File: src/rtl/dbg_display_pkg.sv
// Shared page codes, snapshot record and page-advance helper for the debug display front end.
package dbg_display_pkg;

  localparam int SEL_W = 3;

  typedef logic [SEL_W-1:0] page_t;

  localparam page_t PAGE_INSTR_LO = 3'd0;
  localparam page_t PAGE_INSTR_HI = 3'd1;
  localparam page_t PAGE_PC_LO    = 3'd2;
  localparam page_t PAGE_PC_HI    = 3'd3;
  localparam page_t PAGE_ALU_LO   = 3'd4;
  localparam page_t PAGE_ALU_HI   = 3'd5;
  localparam page_t PAGE_LAST     = PAGE_ALU_HI;

  typedef struct packed {
    logic [31:0] instr;
    logic [31:0] pc;
    logic [31:0] alu;
  } dbg_snap_t;

  function automatic page_t next_page(page_t p);
    return (p == PAGE_LAST) ? PAGE_INSTR_LO : p + 3'd1;
  endfunction

endpackage

File: src/rtl/dbg_display_if.sv
// Board/pipeline side bundle of the debug display front end.
interface dbg_display_if;
  import dbg_display_pkg::*;

  logic        btn_next;
  logic        btn_freeze;
  logic        wb_valid;
  logic [31:0] instruction_in;
  logic [31:0] pc_in;
  logic [31:0] alu_in;
  logic [31:0] instruction;
  logic [31:0] pc_out;
  logic [31:0] alu_out;
  page_t       sel;
  logic        frozen;

  modport master (
    output btn_next, btn_freeze, wb_valid, instruction_in, pc_in, alu_in,
    input  instruction, pc_out, alu_out, sel, frozen
  );

  modport slave (
    input  btn_next, btn_freeze, wb_valid, instruction_in, pc_in, alu_in,
    output instruction, pc_out, alu_out, sel, frozen
  );

endinterface

File: src/rtl/dbg_debounce.sv
// Push-button conditioner: 2-FF synchronizer, stable-count debouncer and rising-edge pulse.
module dbg_debounce #(
  parameter int DEBOUNCE_CYCLES = 1_000_000
) (
  input  logic clk,
  input  logic reset,
  input  logic btn_i,
  output logic pulse_o
);

  localparam int CW = $clog2(DEBOUNCE_CYCLES);
  localparam logic [CW-1:0] CNT_MAX = CW'(DEBOUNCE_CYCLES - 1);

  logic [1:0]    sync_q;
  logic          db_q, db_d, db_prev_q;
  logic [CW-1:0] cnt_q, cnt_d;

  // Any return to agreement restarts the count, so bounces never accumulate.
  always_comb begin
    db_d  = db_q;
    cnt_d = '0;
    if (sync_q[1] != db_q) begin
      if (cnt_q == CNT_MAX) db_d = sync_q[1];
      else                  cnt_d = cnt_q + 1'b1;
    end
  end

  always_ff @(posedge clk or posedge reset) begin
    if (reset) begin
      sync_q    <= '0;
      db_q      <= 1'b0;
      db_prev_q <= 1'b0;
      cnt_q     <= '0;
    end else begin
      sync_q    <= {sync_q[0], btn_i};
      db_q      <= db_d;
      db_prev_q <= db_q;
      cnt_q     <= cnt_d;
    end
  end

  assign pulse_o = db_q & ~db_prev_q;

endmodule

File: src/rtl/dbg_display_ctrl.sv
// Debug display front end: snapshot hold registers, page select and freeze control.
// Optional DBG_AUTO_CYCLE_EN adds a free-running page auto-advance.
module dbg_display_ctrl
  import dbg_display_pkg::*;
#(
  parameter int DEBOUNCE_CYCLES = 1_000_000,
  parameter int AUTO_PERIOD     = 100_000_000
) (
  input  logic         clk,
  input  logic         reset,
  dbg_display_if.slave bus
);

  logic      next_pulse, frz_pulse, auto_pulse, adv;
  page_t     sel_q, sel_d;
  logic      frozen_q, frozen_d;
  dbg_snap_t snap_q, snap_d;
  logic      cap_en;

  dbg_debounce #(.DEBOUNCE_CYCLES(DEBOUNCE_CYCLES)) u_db_next (
    .clk    (clk),
    .reset  (reset),
    .btn_i  (bus.btn_next),
    .pulse_o(next_pulse)
  );

  dbg_debounce #(.DEBOUNCE_CYCLES(DEBOUNCE_CYCLES)) u_db_freeze (
    .clk    (clk),
    .reset  (reset),
    .btn_i  (bus.btn_freeze),
    .pulse_o(frz_pulse)
  );

`ifdef DBG_AUTO_CYCLE_EN
  localparam int AW = $clog2(AUTO_PERIOD);
  localparam logic [AW-1:0] AUTO_MAX = AW'(AUTO_PERIOD - 1);

  logic [AW-1:0] auto_q, auto_d;

  assign auto_pulse = (auto_q == AUTO_MAX) && !frozen_q;

  always_comb begin
    auto_d = auto_q + 1'b1;
    if (frozen_q || next_pulse || auto_pulse) auto_d = '0;
  end

  always_ff @(posedge clk or posedge reset) begin
    if (reset) auto_q <= '0;
    else       auto_q <= auto_d;
  end
`else
  logic unused_auto;
  assign unused_auto = |AUTO_PERIOD;
  assign auto_pulse  = 1'b0;
`endif

  // OR keeps a coincident manual and auto advance to a single step.
  assign adv = next_pulse | auto_pulse;

  // A freeze pulse on a capture edge wins: capture only if neither frozen nor freezing.
  assign cap_en = bus.wb_valid && !frozen_q && !frz_pulse;

  always_comb begin
    sel_d    = adv ? next_page(sel_q) : sel_q;
    frozen_d = frz_pulse ? ~frozen_q : frozen_q;
    snap_d   = snap_q;
    if (cap_en) snap_d = '{instr: bus.instruction_in, pc: bus.pc_in, alu: bus.alu_in};
  end

  always_ff @(posedge clk or posedge reset) begin
    if (reset) begin
      sel_q    <= PAGE_INSTR_LO;
      frozen_q <= 1'b0;
      snap_q   <= '0;
    end else begin
      sel_q    <= sel_d;
      frozen_q <= frozen_d;
      snap_q   <= snap_d;
    end
  end

  assign bus.sel         = sel_q;
  assign bus.frozen      = frozen_q;
  assign bus.instruction = snap_q.instr;
  assign bus.pc_out      = snap_q.pc;
  assign bus.alu_out     = snap_q.alu;

endmodule

File: src/flat_wrapper.sv
// flat-port wrapper written by rule: the top's interface ports become plain ports
module dbg_display_ctrl_flat import dbg_display_pkg::*;
#(
  parameter int DEBOUNCE_CYCLES = 1_000_000,
  parameter int AUTO_PERIOD     = 100_000_000
)
  (clk, reset, bus_btn_next, bus_btn_freeze, bus_wb_valid, bus_instruction_in, bus_pc_in, bus_alu_in, bus_instruction, bus_pc_out, bus_alu_out, bus_sel, bus_frozen);
  dbg_display_if bus_i ();
  input  logic clk;
  input  logic reset;
  input wire logic [$bits(bus_i.btn_next)-1:0] bus_btn_next;
  input wire logic [$bits(bus_i.btn_freeze)-1:0] bus_btn_freeze;
  input wire logic [$bits(bus_i.wb_valid)-1:0] bus_wb_valid;
  input wire logic [$bits(bus_i.instruction_in)-1:0] bus_instruction_in;
  input wire logic [$bits(bus_i.pc_in)-1:0] bus_pc_in;
  input wire logic [$bits(bus_i.alu_in)-1:0] bus_alu_in;
  output wire logic [$bits(bus_i.instruction)-1:0] bus_instruction;
  output wire logic [$bits(bus_i.pc_out)-1:0] bus_pc_out;
  output wire logic [$bits(bus_i.alu_out)-1:0] bus_alu_out;
  output wire logic [$bits(bus_i.sel)-1:0] bus_sel;
  output wire logic [$bits(bus_i.frozen)-1:0] bus_frozen;
  assign bus_i.btn_next = bus_btn_next;
  assign bus_i.btn_freeze = bus_btn_freeze;
  assign bus_i.wb_valid = bus_wb_valid;
  assign bus_i.instruction_in = bus_instruction_in;
  assign bus_i.pc_in = bus_pc_in;
  assign bus_i.alu_in = bus_alu_in;
  assign bus_instruction = bus_i.instruction;
  assign bus_pc_out = bus_i.pc_out;
  assign bus_alu_out = bus_i.alu_out;
  assign bus_sel = bus_i.sel;
  assign bus_frozen = bus_i.frozen;
  dbg_display_ctrl #(.DEBOUNCE_CYCLES(DEBOUNCE_CYCLES), .AUTO_PERIOD(AUTO_PERIOD)) u_core (.clk(clk), .reset(reset), .bus(bus_i));
endmodule
File: config.mk
export PLATFORM = sky130hd
export DESIGN_NAME = dbg_display_ctrl_flat
export DESIGN_NICKNAME = d
export VERILOG_FILES = /design/src/rtl/dbg_display_pkg.sv /design/src/rtl/dbg_display_if.sv /design/src/rtl/dbg_debounce.sv /design/src/rtl/dbg_display_ctrl.sv /design/src/flat_wrapper.sv
export SDC_FILE = /design/constraint.sdc
export NUM_CORES = 1
export LEC_CHECK = 0
export ABC_AREA = 1
export CAP_MARGIN = 40
export CORE_MARGIN = 3
export CORE_UTILIZATION = 40
export CTS_CLUSTER_SIZE = 10
export DETAILED_ROUTE_END_ITERATION = 8
export DONT_BUFFER_PORTS = 1
export PLACE_DENSITY_LB_ADDON = 0.15
export REMOVE_ABC_BUFFERS = 1
export SYNTH_ARGS = -nofsm -noshare
export SYNTH_HDL_FRONTEND = slang
export SYNTH_HIERARCHICAL = 1
export SYNTH_SLANG_ARGS = --single-unit
export TNS_END_PERCENT = 10
File: constraint.sdc
create_clock -name clk -period 3.7 [get_ports clk]
set_input_delay 0.185 -clock clk [delete_from_list [all_inputs] [get_ports clk]]
set_output_delay 0.185 -clock clk [all_outputs]
set_load 0.01 [all_outputs]
# [Word-level counts from Yosys, hierarchy flattened]
# Cells that the tools add are included.
[op_classes] addsub=3 reduce_logical=6 muxes=5 eq_ne=5 n_bitwise=5
[ops] operator="2-to-1 mux 20 bit" count=4
[ops] operator="adder 20 x 1 -> 20 bit, second input constant" count=2
[ops] operator="== test 20 bit, second input constant" count=2
[ops] operator="AND reduction 2 bit" count=2
[ops] operator="adder 3 x 1 -> 3 bit, second input constant" count=1
[ops] operator="== test 3 bit, second input constant" count=1
[ops] operator="2-to-1 mux 3 bit" count=1
[ops] operator="inverter 1 bit" count=3
[ops] operator="bitwise AND 1 bit" count=2
[ops] operator="logical AND 1 bit" count=2
[ops] operator="zero test 1 bit" count=2
[ops] operator="!= test 1 bit" count=2
[word_totals] in_bits=101 ff_bits=148 out_inout_bits=100 wordCells=37

# [Depth between registers and ports, before layout]
# Gate-level depths: netlist of run 1.
[logic_depth] depth_word=4 mapped_depth=9 mapped_depth_nobuf=9

# [Modules after synthesis]
# The synthesis of run 1 kept the hierarchy.
[by_module_without_submodules] module="dbg_display_ctrl" seq_area_each_um2=2502.4 area_each_um2=3953.8 cells_each=435 instances=1
[by_module_without_submodules] module="dbg_debounce" seq_area_each_um2=600.6 area_each_um2=1330.0 cells_each=164 instances=2

# [Least setup slack after synthesis of run 1]
# OpenSTA, ideal clock, no wires.
[synth_timing] path_type="register to register" from="register u_core.u_db_freeze.db_q" to="register u_core.snap_q (netlist bit u_core/bus.alu_out[31])" path_stages_with_launch=8 slack_ns=2.380 setup_ns=0.066 n_path_buf=1 t_arrival_ns=1.253 path_cell_list="dfrtp_1 > inv_1 > nor2_1 > nor2_4 > nand2_1 > clkbuf_1 > nand2_1 > nand2_1"
[synth_via] elab_chain_len=3
[synth_lines] item="from (decl)" line="dbg_debounce.sv:15" rtl="logic db_q, db_d, db_prev_q;"
[synth_lines] item="from (signal assigned)" line="dbg_debounce.sv:31" rtl="db_q <= 1'b0;"
[synth_lines] item="from (signal assigned)" line="dbg_debounce.sv:36" rtl="db_q <= db_d;"
[synth_lines] item="bitwise AND 1 bit" line="dbg_debounce.sv:42" rtl="assign pulse_o = db_q & ~db_prev_q;"
[synth_lines] item="net u_core.frz_pulse" line="dbg_display_ctrl.sv:14" rtl="logic next_pulse, frz_pulse, auto_pulse, adv;"
[synth_lines] item="zero test 1 bit" line="dbg_display_ctrl.sv:61" rtl="assign cap_en = bus.wb_valid && !frozen_q && !frz_pulse;"
[synth_lines] item="logical AND 1 bit" line="dbg_display_ctrl.sv:61"
[synth_lines] item="to (signal assigned)" line="dbg_display_ctrl.sv:78" rtl="snap_q <= snap_d;"
[synth_lines] item="to (decl)" line="dbg_display_ctrl.sv:17" rtl="dbg_snap_t snap_q, snap_d;"
# The timed path passes the listed nets, and every way through them passes these cells.
# A chain may end at the register's enable or synchronous reset.

# [Worst setup path in the final report of run 1]
[layout_timing] from="register u_core.u_db_freeze.db_q" to="register u_core.snap_q (netlist bit u_core/bus.pc_out[5])"
# The elaborated chain is that of the path after synthesis.

==> results of run 1 <==
registers in the layout (all words and copies together), names as in the netlist:
signal	count
u_core/u_db_next/sync_q	2
u_core/bus.pc_out	32
u_core/u_db_freeze/db_q	1
u_core/bus.alu_out	32
u_core/u_db_freeze/db_prev_q	1
u_core/bus.sel	3
u_core/bus.instruction	32
u_core/bus.frozen	1
u_core/u_db_freeze/cnt_q	20
u_core/u_db_next/db_q	1
u_core/u_db_freeze/sync_q	2
u_core/u_db_next/cnt_q	20
u_core/u_db_next/db_prev_q	1
routing by layer:
layer,vias up,part of all wire
li1,2792,-
met1,2862,0.40
met2,228,0.49
met3,43,0.083
met4,0,0.027
met5,-,0
cell usage in the layout, fill, tap and decap left out, types with 4 or more instances in the layout:
cell | netlist | layout
nor3_1 | 6 | 6
xor2_1 | 16 | 16
nor2_2 | 18 | 18
nor3b_2 | 4 | 4
nor2_1 | 78 | 78
nand2_1 | 242 | 241
clkbuf_16 | 0 | 17
a21oi_1 | 7 | 7
inv_8 | 0 | 5
dfrtp_1 | 148 | 148
xnor2_1 | 4 | 4
nand2_2 | 16 | 16
nand3_2 | 4 | 4
o21ai_1 | 6 | 6
nand4_1 | 8 | 8
inv_6 | 0 | 5
dlygate4sd3_1 | 0 | 195
nor2_4 | 7 | 7
nand3_1 | 120 | 120
inv_1 | 36 | 35
worst min-delay path: stages:
cell	delay, ps
nand2_4	230
nand2_1	130
nand2_1	40
per-stage QoR:
| stage | utilization | hold WS (ps) |
|---|---|---|
| floorplan | - | 199.6 |
| global placement | 0.4197 | 216.6 |
| detailed placement | 0.4241 | 117.1 |
| CTS | 0.5820 | 186.7 |
| global route | 0.5820 | 248.1 |
| finish | 0.5820 | 270.6 |
cell type report:
class | instances | share of cell area
clock buffers | 17 | 0.04552
clock inverters | 15 | 0.01700
inverters | 38 | 0.01553
repair buffers | 200 | 0.2179
well taps | 216 | 0.02892
multi-input cells | 546 | 0.2788
flip-flops and latches | 148 | 0.3963
worst max-delay path by stage:
stage | startpoint | to | slack, ps | depth (start not counted)
after global placement | u_core/u_db_freeze/db_q | u_core/bus.pc_out[17] | 1910 | 6
after detailed placement | u_core/u_db_freeze/db_q | u_core/bus.instruction[22] | 1860 | 6
after global routing | u_core/u_db_freeze/db_q | u_core/bus.instruction[0] | 1040 | 7
after floorplan | u_core/u_db_freeze/db_q | u_core/bus.alu_out[0] | 60 | 6
final | u_core/u_db_freeze/db_q | u_core/bus.pc_out[5] | 1170 | 7
after CTS | u_core/u_db_freeze/db_q | u_core/bus.instruction[22] | 1350 | 7
logic make-up after synthesis:
family,synth area share
adders and majority gates,0.003783
AOI/OAI and AO/OA,0.01135
buffers and inverters,0.04711
DFF,0.5600
xor gates and xnor gates,0.03140
and+or+nand+nor,0.3464
power by group:
part	internal, mW	total [mW]	leakage [nW]	switching, mW
logic	0.200	0.360	2.08	0.160
registers	1.72	1.85	1.88	0.134
clock network	0.958	1.72	0.285	0.761
repair_timing:
action	CTS	global route
setup endpoints to repair	0	0
hold buffers	195	0
endpoints found under the hold margin	177	0
==> results by group, run 1 <==
STA
  – Setup ws final: 1169 ps
  – RSZ-0062 raised after global routing: no
  – FMAX: 395.1 MHz
  – Slew headroom: 0.3532
  – Setup violations, final: 0
  – Fin crit share: 0.6840
  – Measured slew at the worst slew-check pin: 970.2 ps
  – Setup Skew: 7.822 ps
  – Final hold violations: 0
  – Fin crit period: 2531 ps
  – Final Max Tran Viols: 0
  – Final setup TNS: 0 ps

Yosys
  – Yosys top cell area share: 0.5600
  – Main area contributors after synthesis: dfrtp_1 56%, nand2_1 14%, nand3_1 9.1%
  – Post-synth top cells: 242 x nand2_1, 148 x dfrtp_1, 120 x nand3_1
  – Ys async rst share: 1.000
  – Synthesized netlist cell count: 763
  – Flops & latches, synth: 148
  – Post-synth EDFFs: 0
  – Syn avg cell area: 8.668 um2
  – Cell Area, Synth: 6614 um2
  – Top-count cell post-synth: nand2_1
  – Synth Warn #: 6
  – Cell variety after synth: 27
  – Sequential share of the synthesized area: 0.5600
  – Ys flop type: dfrtp_1
  – Largest area contributor in the netlist: dfrtp_1

Drt
  – Drt drc: 0
  – Post-route ant nets: 0
  – Post-Route WL: 18.97 mm
  – Vias: 5,925
  – WL/cell: 16.08 um
  – Initial drt markers: 383
  – Vias per inst: 5.021
  – Drt pass-1 iters: 5

CTS
  – Post-CTS Setup Inserts: 0
  – Worst-Skew Late Latency: 420 ps
  – H-tree levels: 4
  – Resized Gates After CTS: 0
  – TritonCTS clock tree: built
  – Max clock buf depth: 2
  – Root buffer cell: clkbuf_16
  – Clock Sink Count: 148
  – Worst-path clk slew: 70 ps
  – CTS Buf Count: 17

Power
  – P_leak: 4.247 nW
  – PD cells: 420.7 nW/um2
  – Peak supply drop: 0.3279 mV
  – Overall power: 3.932 mW

Worst setup path
  – Crit path kind: flip-flop to flip-flop
  – RR Endpoint: u_core/bus.pc_out[5]
  – Crit path buf inv count: 3
  – Worst EP arrival: 2890 ps
  – CP Launch Type: flip-flop
  – CP Max Fanout: 96
  – FF-to-FF setup slack: 1170 ps
  – Crit. End Element: flip-flop
  – Critical path, cell by cell: inv_1 -> nor2_1 -> nor2_4 -> buf_4 -> nand3_1 -> dlygate4sd3_1 -> nand2_1
  – Worst R2R Path Depth: 7
  – CP max-delay cell: buf_4
  – Required time at the worst-slack endpoint: 4060 ps
  – Delay-heaviest family, CP: buffers and inverters
  – RR Startpoint: u_core/u_db_freeze/db_q
  – CP max stage delay: 720 ps

Global routing
  – Met3 usage: 0.07787
  – First-pass GRT wire length: 31.33 mm
  – Busiest grt layer: met2
  – Initial antenna violation count: 0
  – Largest net degree at the start of global routing: 98
  – Vias in the first global route: 6,241
  – Met2 Use GR: 0.3567
  – Total gr overflow: 0
  – Total GRT Usage: 0.2158
  – Met1 Usage GRT: 0.2601

Cells and area
  – FF/Latch Area: 3704 um2
  – Layout Nets: 1,054
  – Area growth, synth to finish: 41.32%
  – Fillers: 1,307
  – Design area: 9346 um2
  – Multi-input gate area: 2606 um2
  – Layout Cells excl Fill: 1,180
  – Share of cells above drive strength 1: 0.09544
  – ANT cells: 0

Floorplan
  – Die Span Y: 134.6 um
  – Total core area: 16,060 um2
  – DIE AREA: 18,110 um2
  – Cell Rows: 46
  – Io pins: 201
  – Initial Utilization: 0.4119
  – Die width: 134.6 um

Place
  – DP Wirelength: 11.36 mm
  – Post-Place Cells: 953
  – RD Place Congestion: 0.8524
  – Dpl cell area: 6810 um2
  – Placement Setup Slack: 1865 ps
  – Port bufs: 0

Hold path
  – WHS Endpoint: u_core/bus.alu_out[30]
  – Hold path start: bus_wb_valid
  – Hold WC Path Type: primary input to flip-flop
  – Min-Delay Path Depth: 3

Job
  – Max_cap viols: 0

Outcome
  – Status: finished clean
No activity file was read; power rests on OpenSTA's default activity.
==> run 2, diff against run 1 <==
Clock period 3.7 ns to 2.15 ns, I/O delays scaled along.
==> results by group, run 2 (synthesis results as in run 1) <==
Job
  – Max_cap viols: 0

Global routing
  – Vias in the first global route: 6,185
  – Initial antenna violation count: 0
  – Largest net degree at the start of global routing: 98
  – Total GRT Usage: 0.2194
  – First-pass GRT wire length: 31.80 mm
  – Total gr overflow: 0

Cells and area
  – FF/Latch Area: 3704 um2
  – Most frequent cells in the layout: 241 x nand2_1, 195 x dlygate4sd3_1, 148 x dfrtp_1, 116 x nand3_1, 77 x nor2_1
  – ANT cells: 0
  – Most common cell after layout, fill and taps aside: nand2_1
  – Multi-input gate area: 2629 um2
  – Share of cells above drive strength 1: 0.09865
  – Area growth, synth to finish: 41.47%
  – Fin util: 0.5827
  – Layout Nets: 1,054
  – Fillers: 1,294

Power
  – P_leak: 4.243 nW
  – Clock share of power: 0.429
  – Sequential power share: 0.478
  – Internal power: 4.942 mW
  – Gate power share: 0.094
  – Overall power: 6.678 mW
  – Peak supply drop: 0.5470 mV
  – PD cells: 713.7 nW/um2
  – Net Sw Frac: 0.2600
  – P_sw: 1.736 mW

Floorplan
  – Total core area: 16,060 um2
  – Cell Rows: 46
  – Io pins: 201
  – Die width: 134.6 um
  – DIE AREA: 18,110 um2
  – Initial Utilization: 0.4119
  – Die Span Y: 134.6 um

Drt
  – WL/cell: 16.50 um
  – Post-route ant nets: 0
  – Drt pass-1 iters: 5
  – Drt drc: 0
  – Initial drt markers: 401
  – Vias per inst: 5.110
  – Post-Route WL: 19.46 mm
  – Vias: 6,025

Worst setup path
  – Crit path kind: flip-flop to flip-flop
  – Required time at the worst-slack endpoint: 2500 ps
  – Crit path buf inv count: 3
  – Critical path, cell by cell: inv_1 -> nor2_2 -> nor2_4 -> clkbuf_16 -> nand3_2 -> dlygate4sd3_1 -> nand2_1
  – Delay-heaviest family, CP: buffers and inverters
  – CP Launch Type: flip-flop
  – CP Max Fanout: 96
  – CP max-delay cell: dlygate4sd3_1
  – Crit. End Element: flip-flop
  – Worst EP arrival: 2400 ps
  – CP max stage delay: 630 ps

STA
  – FMAX: 488.4 MHz
  – Fin crit period: 2047 ps
  – Final Max Tran Viols: 0
  – Measured slew at the worst slew-check pin: 673.7 ps
  – Slew headroom: 0.5509
  – RSZ-0062 raised after global routing: no
  – Final hold violations: 0
  – Setup violations, final: 0
  – Setup Skew: 9.687 ps
  – Fin crit share: 0.9523

Place
  – Port bufs: 0
  – RD Place Congestion: 0.8606
  – DP Wirelength: 11.35 mm

Hold path
  – Hold WC Path Type: primary input to flip-flop

CTS
  – Worst-Skew Late Latency: 420 ps
  – Clock Sink Count: 148
  – Root buffer cell: clkbuf_16
  – Worst-path clk slew: 60 ps
  – H-tree levels: 4
  – CTS Buf Count: 17
  – Max clock buf depth: 2
  – TritonCTS clock tree: built

Outcome
  – Status: finished clean
run 2: what timing repair did:
action / CTS / global route
hold buffers: 195 / 0
gates resized for setup: 0 / 7
buffers inserted: 0 / 0
endpoints found under the hold margin: 193 / 0
setup endpoints to repair: 0 / 11
run 2: power by group through the flow:
stage               clock (mW)  sequential (mW)  combinational, mW
CTS                       2.91             3.19              0.595
detailed placement           0             3.23              0.322
global route              3.04             3.21              0.691
finish                    2.86             3.19              0.625
floorplan                    0             3.17              0.245
global placement             0             3.23              0.296
run 2: path summary, 6_finish.rpt:
path                                                 start  slack, ps                           end  cells after the start
worst max-delay path               u_core/u_db_freeze/db_q        100    u_core/bus.instruction[24]                      7
worst min-delay path                          bus_wb_valid        100     u_core/bus.instruction[3]                      3
worst max register to register     u_core/u_db_freeze/db_q        100    u_core/bus.instruction[24]                      7
worst min register to register  u_core/u_db_next/sync_q[0]        350    u_core/u_db_next/sync_q[1]                      0
max in group asynchronous                            reset       1100    u_core/bus.instruction[21]                      3
min in group asynchronous                            reset        260  u_core/u_db_freeze/cnt_q[18]                      2
run 2: routing by layer:
layer  up-vias  GRT usage  part of all wire
li1       2801          -                 -
met1      2918     0.2789              0.40
met2       274     0.3547              0.50
met3        32    0.07303             0.082
met4         0    0.07466             0.020
met5         -          0                 0
run 2: layout make-up:
class | count | area share
Inverter | 38 | 0.01551
Tap cell | 216 | 0.02888
Multi-Input combinational cell | 546 | 0.2810
Timing Repair Buffer | 200 | 0.2188
Clock inverter | 12 | 0.01270
Clock buffer | 19 | 0.04734
Sequential cell | 148 | 0.3958
run 2: worst min-delay path: cells and delay by family:
kind / cells / cell delay [ps]
AND/OR/NAND/NOR: 3 / 320
run 2: through the flow:
stage / setup slack (ps) / TNS, ps / hold slack, ps / area, um2 / cells
floorplan: -1489 / -200600 / 122.1 / 6445 / 732
global placement: 600.9 / 0 / 103.7 / 6785 / 951
detailed placement: 529.6 / 0 / 40.79 / 6815 / 953
CTS: 155.8 / 0 / 35.06 / 9329 / 1179
global route: 7.971 / 0 / 74.61 / 9356 / 1179
finish: 102.5 / 0 / 103.3 / 9356 / 1179
